File: src/rtl/llc_req_sequencer_pkg.sv
// LLC request sequencer: shared op codes, LLC result enums,
// sequencer state and per-port op legality / replay decode.
package llc_req_sequencer_pkg;

  localparam logic [31:0] OP_RD       = 32'd0;
  localparam logic [31:0] OP_WR       = 32'd1;
  localparam logic [31:0] OP_IFETCH   = 32'd2;
  localparam logic [31:0] OP_SNP_RD   = 32'd3;
  localparam logic [31:0] OP_SNP_WR   = 32'd4;
  localparam logic [31:0] OP_SNP_RWIM = 32'd5;
  localparam logic [31:0] OP_SNP_INV  = 32'd6;
  localparam logic [31:0] OP_IDLE     = 32'd7;
  localparam logic [31:0] OP_CLR      = 32'd8;
  localparam logic [31:0] OP_PRINT    = 32'd9;

  typedef enum logic [2:0] {
    BUS_NONE   = 3'd0,
    READ       = 3'd1,
    WRITE      = 3'd2,
    INVALIDATE = 3'd3,
    RWIM       = 3'd4
  } busOperation;

  typedef enum logic [1:0] {
    NOHIT = 2'd0,
    HIT   = 2'd1,
    HITM  = 2'd2
  } snoopResults;

  typedef enum logic [2:0] {
    MSG_NONE       = 3'd0,
    GETLINE        = 3'd1,
    SENDLINE       = 3'd2,
    INVALIDATELINE = 3'd3,
    EVICTLINE      = 3'd4
  } messages;

  typedef enum logic [1:0] {
    IDLE, ISSUE, CHECK, RESP
  } seq_state_t;

  typedef enum logic {
    SRC_CPU, SRC_SNP
  } req_src_t;

  function automatic logic op_legal(
    input req_src_t    s,
    input logic [31:0] op
  );
    if (s == SRC_CPU)
      return op inside {OP_RD, OP_WR, OP_IFETCH,
                        OP_CLR, OP_PRINT};
    return op inside {OP_SNP_RD, OP_SNP_WR,
                      OP_SNP_RWIM, OP_SNP_INV};
  endfunction

  // An eviction/write-back hold forces the same op to be reissued.
  function automatic logic need_replay(
    input logic [31:0] op,
    input logic [31:0] hold,
    input messages     msg,
    input busOperation bo
  );
    logic h;
    h = (hold != '0);
    if (op inside {OP_RD, OP_WR, OP_IFETCH})
      return h && (msg == EVICTLINE ||
                   msg == INVALIDATELINE);
    if (op == OP_SNP_RWIM)
      return h && msg == GETLINE && bo == WRITE;
    return 1'b0;
  endfunction

endpackage

File: src/rtl/llc_req_sequencer_if.sv
// Request, LLC-side and response signals of the sequencer.
// slave = sequencer, master = requesters/LLC/consumer.
interface llc_req_sequencer_if #(
  parameter int CNT_W = 32
);
  import llc_req_sequencer_pkg::*;

  logic        cpu_valid;
  logic        cpu_ready;
  logic [31:0] cpu_op;
  logic [31:0] cpu_addr;

  logic        snp_valid;
  logic        snp_ready;
  logic [31:0] snp_op;
  logic [31:0] snp_addr;

  logic [31:0] llc_op;
  logic [31:0] llc_addr;
  busOperation llc_busop;
  snoopResults llc_snoop;
  messages     llc_msg;
  logic [31:0] llc_hold;

  logic        resp_valid;
  logic        resp_ready;
  req_src_t    resp_src;
  logic [31:0] resp_op;
  busOperation resp_busop;
  snoopResults resp_snoop;
  messages     resp_msg;
  logic [1:0]  resp_replays;
  logic        resp_err;

  logic [CNT_W-1:0] stat_cpu;
  logic [CNT_W-1:0] stat_snp;
  logic [CNT_W-1:0] stat_replay;

  modport slave (
    input  cpu_valid, cpu_op, cpu_addr,
    input  snp_valid, snp_op, snp_addr,
    input  llc_busop, llc_snoop, llc_msg,
    input  llc_hold, resp_ready,
    output cpu_ready, snp_ready,
    output llc_op, llc_addr,
    output resp_valid, resp_src, resp_op,
    output resp_busop, resp_snoop, resp_msg,
    output resp_replays, resp_err,
    output stat_cpu, stat_snp, stat_replay
  );

  modport master (
    output cpu_valid, cpu_op, cpu_addr,
    output snp_valid, snp_op, snp_addr,
    output llc_busop, llc_snoop, llc_msg,
    output llc_hold, resp_ready,
    input  cpu_ready, snp_ready,
    input  llc_op, llc_addr,
    input  resp_valid, resp_src, resp_op,
    input  resp_busop, resp_snoop, resp_msg,
    input  resp_replays, resp_err,
    input  stat_cpu, stat_snp, stat_replay
  );

endinterface

File: src/rtl/llc_req_sequencer_arbiter.sv
// CPU/snoop priority arbiter: snoop first, CPU forced
// after STARVE_LIMIT snoop grants while CPU was waiting.
module llc_req_arbiter #(
  parameter int STARVE_LIMIT = 4
) (
  input  logic       clk_i,
  input  logic       rst_i,
  input  logic       cpu_valid_i,
  input  logic       snp_valid_i,
  input  logic       accept_i,
  output logic [1:0] gnt_o
);

  localparam int SW = $clog2(STARVE_LIMIT + 1);

  logic [SW-1:0] starve_q;
  logic [SW-1:0] starve_d;
  logic          sat;
  logic          cpu_win;

  assign sat     = (starve_q == SW'(STARVE_LIMIT));
  assign cpu_win = cpu_valid_i && (!snp_valid_i || sat);
  assign gnt_o   = {snp_valid_i && !cpu_win, cpu_win};

  always_comb begin
    starve_d = starve_q;
    if (accept_i) begin
      unique case (1'b1)
        gnt_o[0]: starve_d = '0;
        gnt_o[1]: if (cpu_valid_i && !sat)
                    starve_d = starve_q + 1'b1;
        default: ;
      endcase
    end
  end

  always_ff @(posedge clk_i) begin
    if (rst_i) starve_q <= '0;
    else       starve_q <= starve_d;
  end

endmodule

File: src/rtl/llc_req_sequencer.sv
// LLC front-end: arbitrates CPU/snoop requests, issues one op
// at a time, replays on LLC hold and returns one response.
module llc_req_sequencer #(
  parameter int STARVE_LIMIT = 4,
  parameter int MAX_REPLAY   = 2,
  parameter int CNT_W        = 32
) (
  input logic                clk_i,
  input logic                rst_i,
  llc_req_sequencer_if.slave bus
);
  import llc_req_sequencer_pkg::*;

  seq_state_t       state_q;
  req_src_t         src_q;
  logic [31:0]      op_q;
  logic [1:0]       rcnt_q;
  logic [31:0]      llc_op_q;
  logic [31:0]      llc_addr_q;

  logic             rvalid_q;
  req_src_t         rsrc_q;
  logic [31:0]      rop_q;
  busOperation      rbusop_q;
  snoopResults      rsnoop_q;
  messages          rmsg_q;
  logic [1:0]       rrep_q;
  logic             rerr_q;

  logic [CNT_W-1:0] st_cpu_q;
  logic [CNT_W-1:0] st_snp_q;
  logic [CNT_W-1:0] st_rep_q;

  logic [1:0]       gnt;
  logic             free;
  logic             acc_cpu;
  logic             acc_snp;
  logic             accept;
  req_src_t         acc_src;
  logic [31:0]      acc_op;
  logic [31:0]      acc_addr;
  logic             replay;
  logic             can_replay;

  llc_req_arbiter #(
    .STARVE_LIMIT(STARVE_LIMIT)
  ) u_arb (
    .clk_i       (clk_i),
    .rst_i       (rst_i),
    .cpu_valid_i (bus.cpu_valid),
    .snp_valid_i (bus.snp_valid),
    .accept_i    (accept),
    .gnt_o       (gnt)
  );

  assign free = (state_q == IDLE) && !rvalid_q
             && !rst_i;
  assign bus.cpu_ready = free && gnt[0];
  assign bus.snp_ready = free && gnt[1];
  assign acc_cpu = bus.cpu_valid && bus.cpu_ready;
  assign acc_snp = bus.snp_valid && bus.snp_ready;
  assign accept  = acc_cpu || acc_snp;

  always_comb begin
    acc_src  = SRC_CPU;
    acc_op   = bus.cpu_op;
    acc_addr = bus.cpu_addr;
    unique case (1'b1)
      acc_snp: begin
        acc_src  = SRC_SNP;
        acc_op   = bus.snp_op;
        acc_addr = bus.snp_addr;
      end
      default: ;
    endcase
  end

  assign replay = need_replay(op_q, bus.llc_hold,
                              bus.llc_msg,
                              bus.llc_busop);
  assign can_replay = rcnt_q < 2'(MAX_REPLAY);

  always_ff @(posedge clk_i) begin
    if (rst_i) begin
      state_q    <= IDLE;
      src_q      <= SRC_CPU;
      op_q       <= '0;
      rcnt_q     <= '0;
      llc_op_q   <= OP_IDLE;
      llc_addr_q <= '0;
      rvalid_q   <= 1'b0;
      rsrc_q     <= SRC_CPU;
      rop_q      <= '0;
      rbusop_q   <= BUS_NONE;
      rsnoop_q   <= NOHIT;
      rmsg_q     <= MSG_NONE;
      rrep_q     <= '0;
      rerr_q     <= 1'b0;
      st_cpu_q   <= '0;
      st_snp_q   <= '0;
      st_rep_q   <= '0;
    end else begin
      unique case (state_q)
        IDLE: if (accept) begin
          src_q  <= acc_src;
          op_q   <= acc_op;
          rcnt_q <= '0;
          if (acc_cpu) st_cpu_q <= st_cpu_q + 1'b1;
          if (acc_snp) st_snp_q <= st_snp_q + 1'b1;
          if (op_legal(acc_src, acc_op)) begin
            llc_op_q   <= acc_op;
            llc_addr_q <= acc_addr;
            state_q    <= ISSUE;
          end else begin
            // rejected op never reaches the LLC
            rvalid_q <= 1'b1;
            rsrc_q   <= acc_src;
            rop_q    <= acc_op;
            rbusop_q <= BUS_NONE;
            rsnoop_q <= NOHIT;
            rmsg_q   <= MSG_NONE;
            rrep_q   <= '0;
            rerr_q   <= 1'b1;
            state_q  <= RESP;
          end
        end
        ISSUE: begin
          llc_op_q <= OP_IDLE;
          state_q  <= CHECK;
        end
        CHECK: begin
          if (replay && can_replay) begin
            llc_op_q <= op_q;
            rcnt_q   <= rcnt_q + 1'b1;
            st_rep_q <= st_rep_q + 1'b1;
            state_q  <= ISSUE;
          end else begin
            rvalid_q <= 1'b1;
            rsrc_q   <= src_q;
            rop_q    <= op_q;
            rbusop_q <= bus.llc_busop;
            rsnoop_q <= bus.llc_snoop;
            rmsg_q   <= bus.llc_msg;
            rrep_q   <= rcnt_q;
            rerr_q   <= replay;
            state_q  <= RESP;
            if (op_q == OP_CLR) begin
              st_cpu_q <= '0;
              st_snp_q <= '0;
              st_rep_q <= '0;
            end
          end
        end
        RESP: if (bus.resp_ready) begin
          rvalid_q <= 1'b0;
          state_q  <= IDLE;
        end
        default: state_q <= IDLE;
      endcase
    end
  end

  assign bus.llc_op       = llc_op_q;
  assign bus.llc_addr     = llc_addr_q;
  assign bus.resp_valid   = rvalid_q;
  assign bus.resp_src     = rsrc_q;
  assign bus.resp_op      = rop_q;
  assign bus.resp_busop   = rbusop_q;
  assign bus.resp_snoop   = rsnoop_q;
  assign bus.resp_msg     = rmsg_q;
  assign bus.resp_replays = rrep_q;
  assign bus.resp_err     = rerr_q;
  assign bus.stat_cpu     = st_cpu_q;
  assign bus.stat_snp     = st_snp_q;
  assign bus.stat_replay  = st_rep_q;

endmodule

File: src/flat_wrapper.sv
// flat-port wrapper written by rule: the top's interface ports become plain ports
module llc_req_sequencer_flat import llc_req_sequencer_pkg::*;
#(
  parameter int STARVE_LIMIT = 4,
  parameter int MAX_REPLAY   = 2,
  parameter int CNT_W        = 32
)
  (clk_i, rst_i, bus_cpu_valid, bus_cpu_op, bus_cpu_addr, bus_snp_valid, bus_snp_op, bus_snp_addr, bus_llc_busop, bus_llc_snoop, bus_llc_msg, bus_llc_hold, bus_resp_ready, bus_cpu_ready, bus_snp_ready, bus_llc_op, bus_llc_addr, bus_resp_valid, bus_resp_src, bus_resp_op, bus_resp_busop, bus_resp_snoop, bus_resp_msg, bus_resp_replays, bus_resp_err, bus_stat_cpu, bus_stat_snp, bus_stat_replay);
  llc_req_sequencer_if #(.CNT_W(CNT_W)) bus_i ();
  input logic clk_i;
  input logic rst_i;
  input wire logic [$bits(bus_i.cpu_valid)-1:0] bus_cpu_valid;
  input wire logic [$bits(bus_i.cpu_op)-1:0] bus_cpu_op;
  input wire logic [$bits(bus_i.cpu_addr)-1:0] bus_cpu_addr;
  input wire logic [$bits(bus_i.snp_valid)-1:0] bus_snp_valid;
  input wire logic [$bits(bus_i.snp_op)-1:0] bus_snp_op;
  input wire logic [$bits(bus_i.snp_addr)-1:0] bus_snp_addr;
  input wire logic [$bits(bus_i.llc_busop)-1:0] bus_llc_busop;
  input wire logic [$bits(bus_i.llc_snoop)-1:0] bus_llc_snoop;
  input wire logic [$bits(bus_i.llc_msg)-1:0] bus_llc_msg;
  input wire logic [$bits(bus_i.llc_hold)-1:0] bus_llc_hold;
  input wire logic [$bits(bus_i.resp_ready)-1:0] bus_resp_ready;
  output wire logic [$bits(bus_i.cpu_ready)-1:0] bus_cpu_ready;
  output wire logic [$bits(bus_i.snp_ready)-1:0] bus_snp_ready;
  output wire logic [$bits(bus_i.llc_op)-1:0] bus_llc_op;
  output wire logic [$bits(bus_i.llc_addr)-1:0] bus_llc_addr;
  output wire logic [$bits(bus_i.resp_valid)-1:0] bus_resp_valid;
  output wire logic [$bits(bus_i.resp_src)-1:0] bus_resp_src;
  output wire logic [$bits(bus_i.resp_op)-1:0] bus_resp_op;
  output wire logic [$bits(bus_i.resp_busop)-1:0] bus_resp_busop;
  output wire logic [$bits(bus_i.resp_snoop)-1:0] bus_resp_snoop;
  output wire logic [$bits(bus_i.resp_msg)-1:0] bus_resp_msg;
  output wire logic [$bits(bus_i.resp_replays)-1:0] bus_resp_replays;
  output wire logic [$bits(bus_i.resp_err)-1:0] bus_resp_err;
  output wire logic [$bits(bus_i.stat_cpu)-1:0] bus_stat_cpu;
  output wire logic [$bits(bus_i.stat_snp)-1:0] bus_stat_snp;
  output wire logic [$bits(bus_i.stat_replay)-1:0] bus_stat_replay;
  assign bus_i.cpu_valid = bus_cpu_valid;
  assign bus_i.cpu_op = bus_cpu_op;
  assign bus_i.cpu_addr = bus_cpu_addr;
  assign bus_i.snp_valid = bus_snp_valid;
  assign bus_i.snp_op = bus_snp_op;
  assign bus_i.snp_addr = bus_snp_addr;
  assign bus_i.llc_busop = bus_llc_busop;
  assign bus_i.llc_snoop = bus_llc_snoop;
  assign bus_i.llc_msg = bus_llc_msg;
  assign bus_i.llc_hold = bus_llc_hold;
  assign bus_i.resp_ready = bus_resp_ready;
  assign bus_cpu_ready = bus_i.cpu_ready;
  assign bus_snp_ready = bus_i.snp_ready;
  assign bus_llc_op = bus_i.llc_op;
  assign bus_llc_addr = bus_i.llc_addr;
  assign bus_resp_valid = bus_i.resp_valid;
  assign bus_resp_src = bus_i.resp_src;
  assign bus_resp_op = bus_i.resp_op;
  assign bus_resp_busop = bus_i.resp_busop;
  assign bus_resp_snoop = bus_i.resp_snoop;
  assign bus_resp_msg = bus_i.resp_msg;
  assign bus_resp_replays = bus_i.resp_replays;
  assign bus_resp_err = bus_i.resp_err;
  assign bus_stat_cpu = bus_i.stat_cpu;
  assign bus_stat_snp = bus_i.stat_snp;
  assign bus_stat_replay = bus_i.stat_replay;
  llc_req_sequencer #(.STARVE_LIMIT(STARVE_LIMIT), .MAX_REPLAY(MAX_REPLAY), .CNT_W(CNT_W)) u_core (.clk_i(clk_i), .rst_i(rst_i), .bus(bus_i));
endmodule
File: config.mk
export PLATFORM = sky130hd
export DESIGN_NAME = llc_req_sequencer_flat
export DESIGN_NICKNAME = d
export VERILOG_FILES = /design/src/rtl/llc_req_sequencer_pkg.sv /design/src/rtl/llc_req_sequencer_if.sv /design/src/rtl/llc_req_sequencer_arbiter.sv /design/src/rtl/llc_req_sequencer.sv /design/src/flat_wrapper.sv
export SDC_FILE = /design/constraint.sdc
export NUM_CORES = 1
export LEC_CHECK = 0
export BUFFER_PORTS_ARGS = -buffer_cell sky130_fd_sc_hd__buf_2
export CAP_MARGIN = 20
export CORE_MARGIN = 5
export CORE_UTILIZATION = 40
export CTS_BUF_LIST = sky130_fd_sc_hd__clkbuf_4 sky130_fd_sc_hd__clkbuf_8
export DETAILED_ROUTE_END_ITERATION = 16
export MAX_ROUTING_LAYER = met4
export PLACE_DENSITY = 0.68
export SKIP_LAST_GASP = 1
export SLEW_MARGIN = 15
export SYNTH_ARGS = -nofsm -noshare
export SYNTH_HDL_FRONTEND = slang
export SYNTH_HIERARCHICAL = 1
export SYNTH_SLANG_ARGS = --single-unit
File: constraint.sdc
create_clock -name clk_i -period 2.72 [get_ports clk_i]
set_input_delay 0.272 -clock clk_i [delete_from_list [all_inputs] [get_ports clk_i]]
set_output_delay 0.272 -clock clk_i [all_outputs]
set_load 0.01 [all_outputs]
### Word level (Yosys, flattened, before mapping)

Cells that the tools add are included.

| word-level totals | value |
|---|---|
| input port bits | 173 |
| ROM bits | 0 |
| logic and storage cells | 167 |
| memories | 0 |
| bits in writable memories | 0 |
| output and inout port bits | 207 |
| register bits | 245 |
| latch bits | 0 |

| operators by class | value |
|---|---|
| order comparisons | 1 |
| reduce and logical (&&, ||, !) cells | 44 |
| add/subtract/negate cells | 5 |
| shifts and indexed selects | 0 |
| divide/modulo/power cells | 0 |
| bitwise gates (word level) | 0 |
| equality and inequality tests | 30 |
| muxes and demuxes | 69 |
| multiply operators | 0 |

Operators with widths:

| cell | count |
|---|---|
| $mux W32 | 15 |
| $pmux W32 S2 | 3 |
| $eq A32 B3 Y1 const B | 4 |
| $add A32 B1 Y32 const B | 3 |
| $eq A32 B2 Y1 const B | 3 |
| $eq A32 B4 Y1 const B | 3 |
| $pmux W32 S3 | 1 |
| $eq A32 B1 Y1 const B | 2 |
| $logic_not A32 Y1 | 2 |
| $reduce_bool A32 Y1 | 1 |
| $mux W1 | 25 |
| $mux W2 | 10 |
| $pmux W3 S2 | 3 |
| $mux W3 | 5 |
| $reduce_and A5 Y1 | 3 |
| $logic_and A1 B1 Y1 | 13 |
| $pmux W2 S2 | 3 |
| $ne A2 B1 Y1 const B | 5 |
| $ne A2 B2 Y1 const B | 5 |
| $reduce_and A3 Y1 | 3 |
| $reduce_bool A3 Y1 | 3 |
| $pmux W2 S4 | 1 |
| $reduce_and A4 Y1 | 2 |
| $eq A3 B2 Y1 const B | 2 |
| other kinds (16) | 29 |

### Depth between registers and ports, before layout

Gate-level depths: netlist of the first run.

| depth | value |
|---|---|
| word-level depth | 19 |
| mapped depth | 14 |
| mapped depth without buffers | 11 |

### By module

Netlist of the first run, hierarchy kept.

By module, submodules not included:

| module | area each (sq um) | times used | seq. area each (sq um) | cells each |
|---|---|---|---|---|
| llc_req_sequencer | 11,967.7 | 1 | 4,844.6 | 1,480 |
| llc_req_arbiter | 187.7 | 1 | 60.1 | 24 |

### Worst setup path after synthesis of the first run

Ideal clock, no wire load.

| timing | value |
|---|---|
| kind | register -> register |
| start | reg u_core.u_arb.starve_q[0] |
| end | reg u_core.u_arb.starve_q[2] |
| stages on the path, launching flop included | 15 |
| clock period less this slack | 2.768 ns |
| required time | 2.650 ns |
| data arrival time | 2.698 ns |
| setup time | 0.070 ns |
| path buffers | 3 |
| setup slack | -0.048 ns |
| cells stage by stage | dfxtp_1 inv_1 ha_1 a21boi_1 nor2b_1 buf_4 and4bb_2 and2_1 a21oi_1 inv_1 clkbuf_1 buf_1 nand2_2 or3_1 a21oi_1 |

| on the way | value |
|---|---|
| elaborated cells on any way between the ends | 18 |
| classes of those cells | add/sub: 1; eq/ne: 2; mux: 2; reduce/logical: 13 |

RTL lines:

| what | RTL line | text |
|---|---|---|
| from (decl) | llc_req_sequencer_arbiter.sv:16 | `logic [SW-1:0] starve_q;` |
| from (signal assigned) | llc_req_sequencer_arbiter.sv:39 | `else starve_q <= starve_d;` |
| $eq A3 B3 Y1 | llc_req_sequencer_arbiter.sv:21 | `assign sat = (starve_q == SW'(STARVE_LIMIT));` |
| $logic_or A1 B1 Y1 | llc_req_sequencer_arbiter.sv:22 | `assign cpu_win = cpu_valid_i && (!snp_valid_i \|\| sat);` |
| $logic_and A1 B1 Y1 | llc_req_sequencer_arbiter.sv:22 |  |
| named net u_core.u_arb.cpu_win | llc_req_sequencer_arbiter.sv:19 | `logic cpu_win;` |
| $logic_and A1 B1 Y1 | llc_req_sequencer.sv:58 | `assign bus.cpu_ready = free && gnt[0];` |
| named net bus_cpu_ready | flat_wrapper.sv:23 | `output wire logic [$bits(bus_i.cpu_ready)-1:0] bus_cpu_ready;` |
| $logic_and A1 B1 Y1 | llc_req_sequencer.sv:60 | `assign acc_cpu = bus.cpu_valid && bus.cpu_ready;` |
| $logic_or A1 B1 Y1 | llc_req_sequencer.sv:62 | `assign accept = acc_cpu \|\| acc_snp;` |
| named net u_core.accept | llc_req_sequencer.sv:38 | `logic accept;` |
| $reduce_and A3 Y1 (no source line) | -- |  |

The timed path passes the listed nets, and every way through them passes these cells. The select of a mux whose other input is x is not followed.
A chain may end at the register's enable or synchronous reset.

### Final worst setup path of the first run

| timing | value |
|---|---|
| start | reg u_core.u_arb.starve_q[0] |
| end | reg u_core.llc_op_q[14], in the netlist u_core/bus.llc_op[14] |

| on the way | value |
|---|---|
| longest elaborated chain between the ends | 18 |
| elaborated cells on any way between the ends | 38 |
| classes of those cells | eq/ne: 11; mux: 14; reduce/logical: 13 |

Ends and longest elaborated chain:

| what | RTL line | text |
|---|---|---|
| $eq A3 B3 Y1 (*) | llc_req_sequencer_arbiter.sv:21 |  |
| $logic_or A1 B1 Y1 (*) | llc_req_sequencer_arbiter.sv:22 |  |
| $logic_and A1 B1 Y1 (*) | llc_req_sequencer_arbiter.sv:22 |  |
| $logic_not A1 Y1 (*) | llc_req_sequencer_arbiter.sv:23 | `assign gnt_o = {snp_valid_i && !cpu_win, cpu_win};` |
| $logic_and A1 B1 Y1 (*) | llc_req_sequencer_arbiter.sv:23 |  |
| named net u_core.gnt[1] | llc_req_sequencer.sv:34 | `logic [1:0] gnt;` |
| $logic_and A1 B1 Y1 (*) | llc_req_sequencer.sv:59 | `assign bus.snp_ready = free && gnt[1];` |
| $logic_and A1 B1 Y1 (*) | llc_req_sequencer.sv:61 | `assign acc_snp = bus.snp_valid && bus.snp_ready;` |
| branches (longest 11 deep; another with $mux W32) | -- |  |
| to (signal assigned) | llc_req_sequencer.sv:111 | `llc_op_q <= acc_op;` |
| to (signal assigned) | llc_req_sequencer.sv:133 | `llc_op_q <= op_q;` |
| to (decl) | llc_req_sequencer.sv:18 | `logic [31:0] llc_op_q;` |

Mark *: on every way through the listed nets, which the timed path passes. The select of a mux whose other input is x is not followed.

==> flow_metrics.env, run 1 <==
export IMPL_status="complete, no violations"
export IMPL_grt_remaining_overflow=0
export IMPL_grt_pass1_vias=12830
export IMPL_synth_edff_count=0
export IMPL_synth_cell_types=72
export IMPL_nNetsFinal=2117
export IMPL_start_util_pct=40.80
export IMPL_tightest_slew_ns=0.9324
export IMPL_fin_util_pct=54.61
export IMPL_synth_ff_type="dfxtp_1"
export IMPL_grt_setup_unrepaired="true"
export IMPL_gp_congestion=0.9370
export IMPL_dpl_worst_slack_ns=0.01869
export IMPL_fmax_mhz=383.9
export IMPL_ios=380
export IMPL_antenna_found_initial=0
export IMPL_cp_required_ns=3.20
export IMPL_synth_area_leaders="dfxtp_1 40%, nand3_1 5.7%, o21ai_0 4.8%"
export IMPL_fin_skew_ns=0.02592
export IMPL_num_antenna_cells=0
export IMPL_vias=13550
export IMPL_dr_first_iter_drc_count=1168
export IMPL_critPathMaxFanout=14
export IMPL_most_common_layout_cells="378 x buf_2, 245 x dfxtp_1, 144 x nor2_1, 138 x nand3_1, 134 x nand2_1"
export IMPL_timing_final_ws_setup_ns=0.1151
export IMPL_period_share_pct=95.77
export IMPL_hold_class="in2reg"
export IMPL_antenna_left=0
export IMPL_syn_area_per_cell_um2=8.082
export IMPL_avgRoutedWirePerCell_um=19.50
export IMPL_syn_area_um2=12160
export IMPL_hpwl_mm=32.84
export IMPL_path_class="reg2reg"
export IMPL_port_buffers=379
export IMPL_die_height_um=184.3
export IMPL_htreeDepth=2
export IMPL_endpoint_kind="flop"
export IMPL_drv_slew=0
export IMPL_worst_ep_arrival_time_ns=3.09
export IMPL_async_flop_share_pct=0
export IMPL_dieArea_um2=33980
export IMPL_drcViolationCount=0
export IMPL_die_w_um=184.3
export IMPL_peakVddDrop_mv=0.4776
export IMPL_fillers=2852
export IMPL_clk_pin_slew_ns=0.06
export IMPL_syn_nets=1688
export IMPL_p_leak_nw=6.880
export IMPL_synth_seq_cells=245
export IMPL_post_synth_top_area_cell="dfxtp_1"
export IMPL_powerDensity_nw_per_um2=727.0
export IMPL_cts_root_buffer="clkbuf_8"
export IMPL_post_route_cells_drive_above_1_share_pct=29.12
export IMPL_drt_first_pass_iters=5
export IMPL_clk_latency_ns=0.55
export IMPL_min_period_ns=2.605
export IMPL_grt_max_degree=78
export IMPL_drt_total_wl_mm=45.91
export IMPL_area_growth_pct=33.88
export IMPL_grt_pass1_wl_mm=69.43
export IMPL_grt_usage_pct=25.77
export IMPL_cts_sinks=245
export IMPL_yosys_warnings=6
export IMPL_cp_start_kind="flop"
export IMPL_yosys_area_top_type_share_pct=40.35
export IMPL_cts_tree="done"
export IMPL_clk_path_buf_depth=3
export IMPL_hold_viol_final=0
export IMPL_cap_violations=0
export IMPL_slew_limit_headroom_pct=37.84
export IMPL_placementRows=63
export IMPL_synthesis_instances=1504
export IMPL_vias_per_cell=5.758
export IMPL_synth_yosys_seq_area_share_pct=40.35
export IMPL_numCtsBuffers=44
export IMPL_setup_viol=0
export IMPL_core_um2=29800
export IMPL_layout_commonest_cell="buf_2"
## metrics by stage
stage	hold slack, ns	std cells	TNS (ns)	power (mW)	area, µm²
6_report	0.03181	2354	0	11.83	16270
2_1_floorplan	0.3411	1504	0	6.433	12160
4_1_cts	0.0007125	2349	0	11.70	16140
3_3_place_gp	0.4566	2225	0	7.923	14720
5_1_grt	0.008218	2354	-0.02731	12.41	16270
3_5_place_dp	0.4601	2225	0	7.956	14720
## metal layers
layer  global-route usage (%)  routed length [µm]  vias to the layer above
met5                        -                   0                        -
met4                    9.731                1910                        0
met3                    5.210                3709                      123
met2                    39.96               21210                      632
met1                    33.29               19080                     6367
li1                         -                   -                     6432
## where the power goes
group,leakage (nW),internal (mW),switching [mW]
Combinational,4.40,1.42,2.42
Sequential,1.98,3.99,0.318
Clock,0.493,2.10,1.58
Total,6.88,7.52,4.31
## cell families (layout without fill, tap and decap cells)
family / count (synthesis) / in the layout / synth area share (%)
AND/OR/NAND/NOR: 651 / 651 / 27.52
AO/OA/AOI/OAI: 368 / 368 / 19.45
flip-flops: 245 / 245 / 40.35
buffers and inverters: 141 / 601 / 4.653
multiplexers: 46 / 46 / 3.860
XOR/XNOR: 42 / 42 / 3.026
adder cells (fa/ha/maj): 11 / 11 / 1.132
## cell type report
cell class / count / area (µm²) / area share (%)
Timing Repair Buffer: 497 / 3058 / 18.79
Clock buffer: 66 / 852.1 / 5.236
Multi-Input combinational cell: 1118 / 6778 / 41.65
Sequential cell: 245 / 4905 / 30.14
Clock inverter: 11 / 91.34 / 0.5613
Tap cell: 390 / 488.0 / 2.999
Inverter: 27 / 101.3 / 0.6228
## synthesized netlist by cell type, drive strengths merged, types with 5 or more instances
cell type	count
a211oi	37
a21oi	86
a22o	28
a22oi	5
a311oi	32
and2	12
and3	21
and4	9
buf	34
clkbuf	80
dfxtp	245
ha	11
inv	27
mux2	7
mux2i	39
nand2	137
nand3	140
nand4	63
nor2	145
nor2b	5
nor3	22
nor4	47
o211ai	14
o21ai	123
o31ai	13
or3	11
or4	17
xnor2	19
xor2	23
## flip-flops by register name, indices dropped and copies added, names as in the netlist, 2 cells and up
signal,count
u_core/bus.stat_snp,32
u_core/bus.stat_replay,32
u_core/bus.llc_op,32
u_core/rcnt_q,2
u_core/u_arb/starve_q,3
u_core/bus.resp_op,32
u_core/bus.resp_snoop,2
u_core/bus.resp_msg,3
u_core/bus.stat_cpu,32
u_core/bus.resp_busop,3
u_core/bus.llc_addr,32
u_core/bus.resp_replays,2
u_core/state_q,2
u_core/op_q,32
## worst paths after layout
| path | from | endpoint | slack, ns | cells after the start |
|---|---|---|---|---|
| worst max register to register | u_core/u_arb/starve_q[0] | u_core/bus.llc_op[14] | 0.12 | 11 |
| worst max-delay path | u_core/u_arb/starve_q[0] | u_core/bus.llc_op[14] | 0.12 | 11 |
| worst min-delay path | bus_snp_addr[27] | u_core/bus.llc_addr[27] | 0.03 | 3 |
| worst min register to register | u_core/bus.resp_op[2] | u_core/bus.resp_op[2] | 0.47 | 2 |
## critical path, cell delays in order (launching register included)
cell	delay (ns)
dfxtp_1	0.36
inv_1	0.08
ha_2	0.20
a31oi_1	0.16
nand4bb_1	0.23
o211ai_1	0.28
nor3_1	0.09
buf_4	0.17
a211o_1	0.34
a31oi_4	0.27
clkbuf_16	0.24
a22o_1	0.14
## what timing repair did
| item | in CTS | in global routing |
|---|---|---|
| pin swaps | 0 | 5 |
| gates cloned | 0 | 2 |
| hold endpoints to repair | 36 | 0 |
| buffers inserted | 0 | 3 |
| gates resized for setup | 1 | 12 |
| endpoints found under the setup margin | 2 | 158 |
| hold buffers | 47 | 0 |
Power figures use the tool's default switching activity.
==> inputs of run 2 (changes only) <==
--- a/config.mk
+++ b/config.mk
@@ -8,11 +8,12 @@
 export BUFFER_PORTS_ARGS = -buffer_cell sky130_fd_sc_hd__buf_2
 export CAP_MARGIN = 20
 export CORE_MARGIN = 5
-export CORE_UTILIZATION = 40
+export CORE_UTILIZATION = 48
 export CTS_BUF_LIST = sky130_fd_sc_hd__clkbuf_4 sky130_fd_sc_hd__clkbuf_8
 export DETAILED_ROUTE_END_ITERATION = 16
+export HOLD_SLACK_MARGIN = 0.05
 export MAX_ROUTING_LAYER = met4
-export PLACE_DENSITY = 0.68
+export PLACE_DENSITY = 0.79
 export SKIP_LAST_GASP = 1
 export SLEW_MARGIN = 15
 export SYNTH_ARGS = -nofsm -noshare
==> run 2 against run 1 <==
Net effect:
- sequential share of layout area fell by 0.39 points
- cell area rose by 1.3%
- setup slack got worse by 0.011 ns
- die area fell by 16%
- combinational power barely moved
- critical endpoint is now u_core/bus.stat_cpu[24]
- critical path type unchanged
==> flow_metrics.env, run 2 (same netlist as run 1, synthesis figures left out) <==
export IMPL_die_height_um=169.1
export IMPL_cts_sinks=245
export IMPL_min_period_ns=2.616
export IMPL_powerDensity_nw_per_um2=726.5
export IMPL_start_util_pct=48.55
export IMPL_critPathMaxFanout=21
export IMPL_drt_total_wl_mm=46.15
export IMPL_cp_start_kind="flop"
export IMPL_port_buffers=379
export IMPL_die_w_um=169.1
export IMPL_period_share_pct=96.16
export IMPL_ios=380
export IMPL_cp_startpoint="u_core/op_q[19]"
export IMPL_p_leak_nw=7.003
export IMPL_clk_path_buf_depth=3
export IMPL_cts_tree="done"
export IMPL_reg2reg_from="u_core/op_q[19]"
export IMPL_worst_ep_arrival_time_ns=3.03
export IMPL_drcViolationCount=0
export IMPL_placed_area_um2=14670
export IMPL_drv_slew=0
export IMPL_crit_slowest_cell="or4_4"
export IMPL_numCtsBuffers=43
export IMPL_antenna_found_initial=6
export IMPL_placementRows=58
export IMPL_clk_pin_slew_ns=0.06
export IMPL_area_growth_pct=35.63
export IMPL_grt_usage_pct=30.76
export IMPL_clk_latency_ns=0.55
export IMPL_hold_viol_final=0
export IMPL_min_from="bus_cpu_valid"
export IMPL_fillers=2050
export IMPL_cp_required_ns=3.14
export IMPL_final_cells=2327
export IMPL_slew_limit_headroom_pct=33.25
export IMPL_grt_max_degree=67
export IMPL_timing_final_ws_setup_ns=0.1044
export IMPL_avgRoutedWirePerCell_um=19.83
export IMPL_most_common_layout_cells="378 x buf_2, 245 x dfxtp_1, 144 x nor2_1, 138 x nand3_1, 134 x nand2_1"
export IMPL_antenna_left=0
export IMPL_grt_pass1_wl_mm=70.32
export IMPL_tightest_slew_ns=0.9975
export IMPL_seq_area_um2=4905
export IMPL_fmax_mhz=382.3
export IMPL_nNetsFinal=2140
export IMPL_grt_remaining_overflow=0
export IMPL_grt_pass1_vias=13110
export IMPL_cap_violations=0
export IMPL_cp_cell_sequence="nor4_2 -> and4_1 -> a31oi_2 -> buf_4 -> or4_4 -> o2111ai_1 -> o31ai_1"
export IMPL_fin_skew_ns=0.03365
export IMPL_vias_per_cell=5.945
export IMPL_htreeDepth=2
export IMPL_hold_class="in2reg"
export IMPL_dpl_worst_slack_ns=0.03506
export IMPL_dieArea_um2=28610
export IMPL_cts_root_buffer="clkbuf_8"
export IMPL_layout_commonest_cell="buf_2"
export IMPL_dp_cells=2166
export IMPL_core_um2=25040
export IMPL_dr_first_iter_drc_count=1675
export IMPL_status="complete, no violations"
export IMPL_gp_congestion=0.9403
export IMPL_endpoint_kind="flop"
export IMPL_path_class="reg2reg"
export IMPL_hpwl_mm=31.89
export IMPL_multi_input_area_um2=6764
export IMPL_post_route_cells_drive_above_1_share_pct=28.69
export IMPL_setup_viol=0
export IMPL_peakVddDrop_mv=0.5389
export IMPL_vias=13840
export IMPL_fin_area_um2=16490
export IMPL_drt_first_pass_iters=6
export IMPL_cpPeakStageDelay_ns=0.60
run 2: cell types whose count changed in the layout (fill, tap and decap cells not counted), sizes merged:
cell,previous run,this run
dlygate4sd3,47,72
diode,0,7
bufinv,1,3
clkinvlp,3,1
clkbuf,68,69
clkinv,7,6
inv,27,28
run 2: final timing paths:
kind / to / slack [ns] / depth (start not counted)
worst min register to register: u_core/bus.resp_op[6] / 0.47 / 2
worst max register to register: u_core/bus.stat_cpu[24] / 0.10 / 7
worst min-delay path: u_core/u_arb/starve_q[0] / 0.09 / 3
worst max-delay path: u_core/bus.stat_cpu[24] / 0.10 / 7
run 2: power breakdown:
| part | switching, mW | total [mW] | leakage (nW) | internal, mW |
|---|---|---|---|---|
| Clock | 1.57 | 3.85 | 0.527 | 2.28 |
| Combinational | 2.42 | 3.83 | 4.49 | 1.41 |
| Sequential | 0.305 | 4.30 | 1.98 | 3.99 |
| Total | 4.29 | 12.0 | 7.00 | 7.69 |
run 2: metrics by stage:
stage | power, mW | setup TNS (ns) | hold WS [ns] | utilization, %
4_1_cts | 11.86 | 0 | 0.05316 | 65.43
6_report | 11.98 | 0 | 0.08996 | 65.85
5_1_grt | 12.51 | -0.02412 | 0.08458 | 65.84
3_3_place_gp | 7.880 | 0 | 0.4556 | 58.58
3_5_place_dp | 7.933 | 0 | 0.4585 | 58.58
2_1_floorplan | 6.433 | 0 | 0.3411 | -
run 2: repair_timing:
action / in CTS / in global routing
buffers inserted: 0 / 2
hold buffers: 72 / 0
endpoints found under the hold margin: 40 / 0
setup endpoints to repair: 0 / 116
gates resized for setup: 0 / 10
run 2: layout make-up:
type | count | area share (%)
antenna | 7 | 0.1063
inverter | 27 | 0.6148
clock inverter | 11 | 0.8804
multi-input combinational | 1118 | 41.03
clock buffer | 68 | 5.146
sequential | 245 | 29.75
tap | 330 | 2.505
timing repair buffer | 521 | 19.97
run 2: worst max-delay path, delay by kind of cell (launching register included):
kind / cells / cell delay, ns
DFF: 1 / 0.34
buffers and inverters: 1 / 0.26
and+or+nand+nor: 3 / 1.40
AOI/OAI and AO/OA: 3 / 0.50
run 2: metal layers:
layer,wire [µm],track usage (%),vias to the layer above,part of all wire (%)
li1,-,-,6483,-
met1,18570,39.18,6429,40
met2,21430,47.42,765,46
met3,3972,6.359,158,8.6
met4,2170,13.69,0,4.7
met5,0,-,-,0
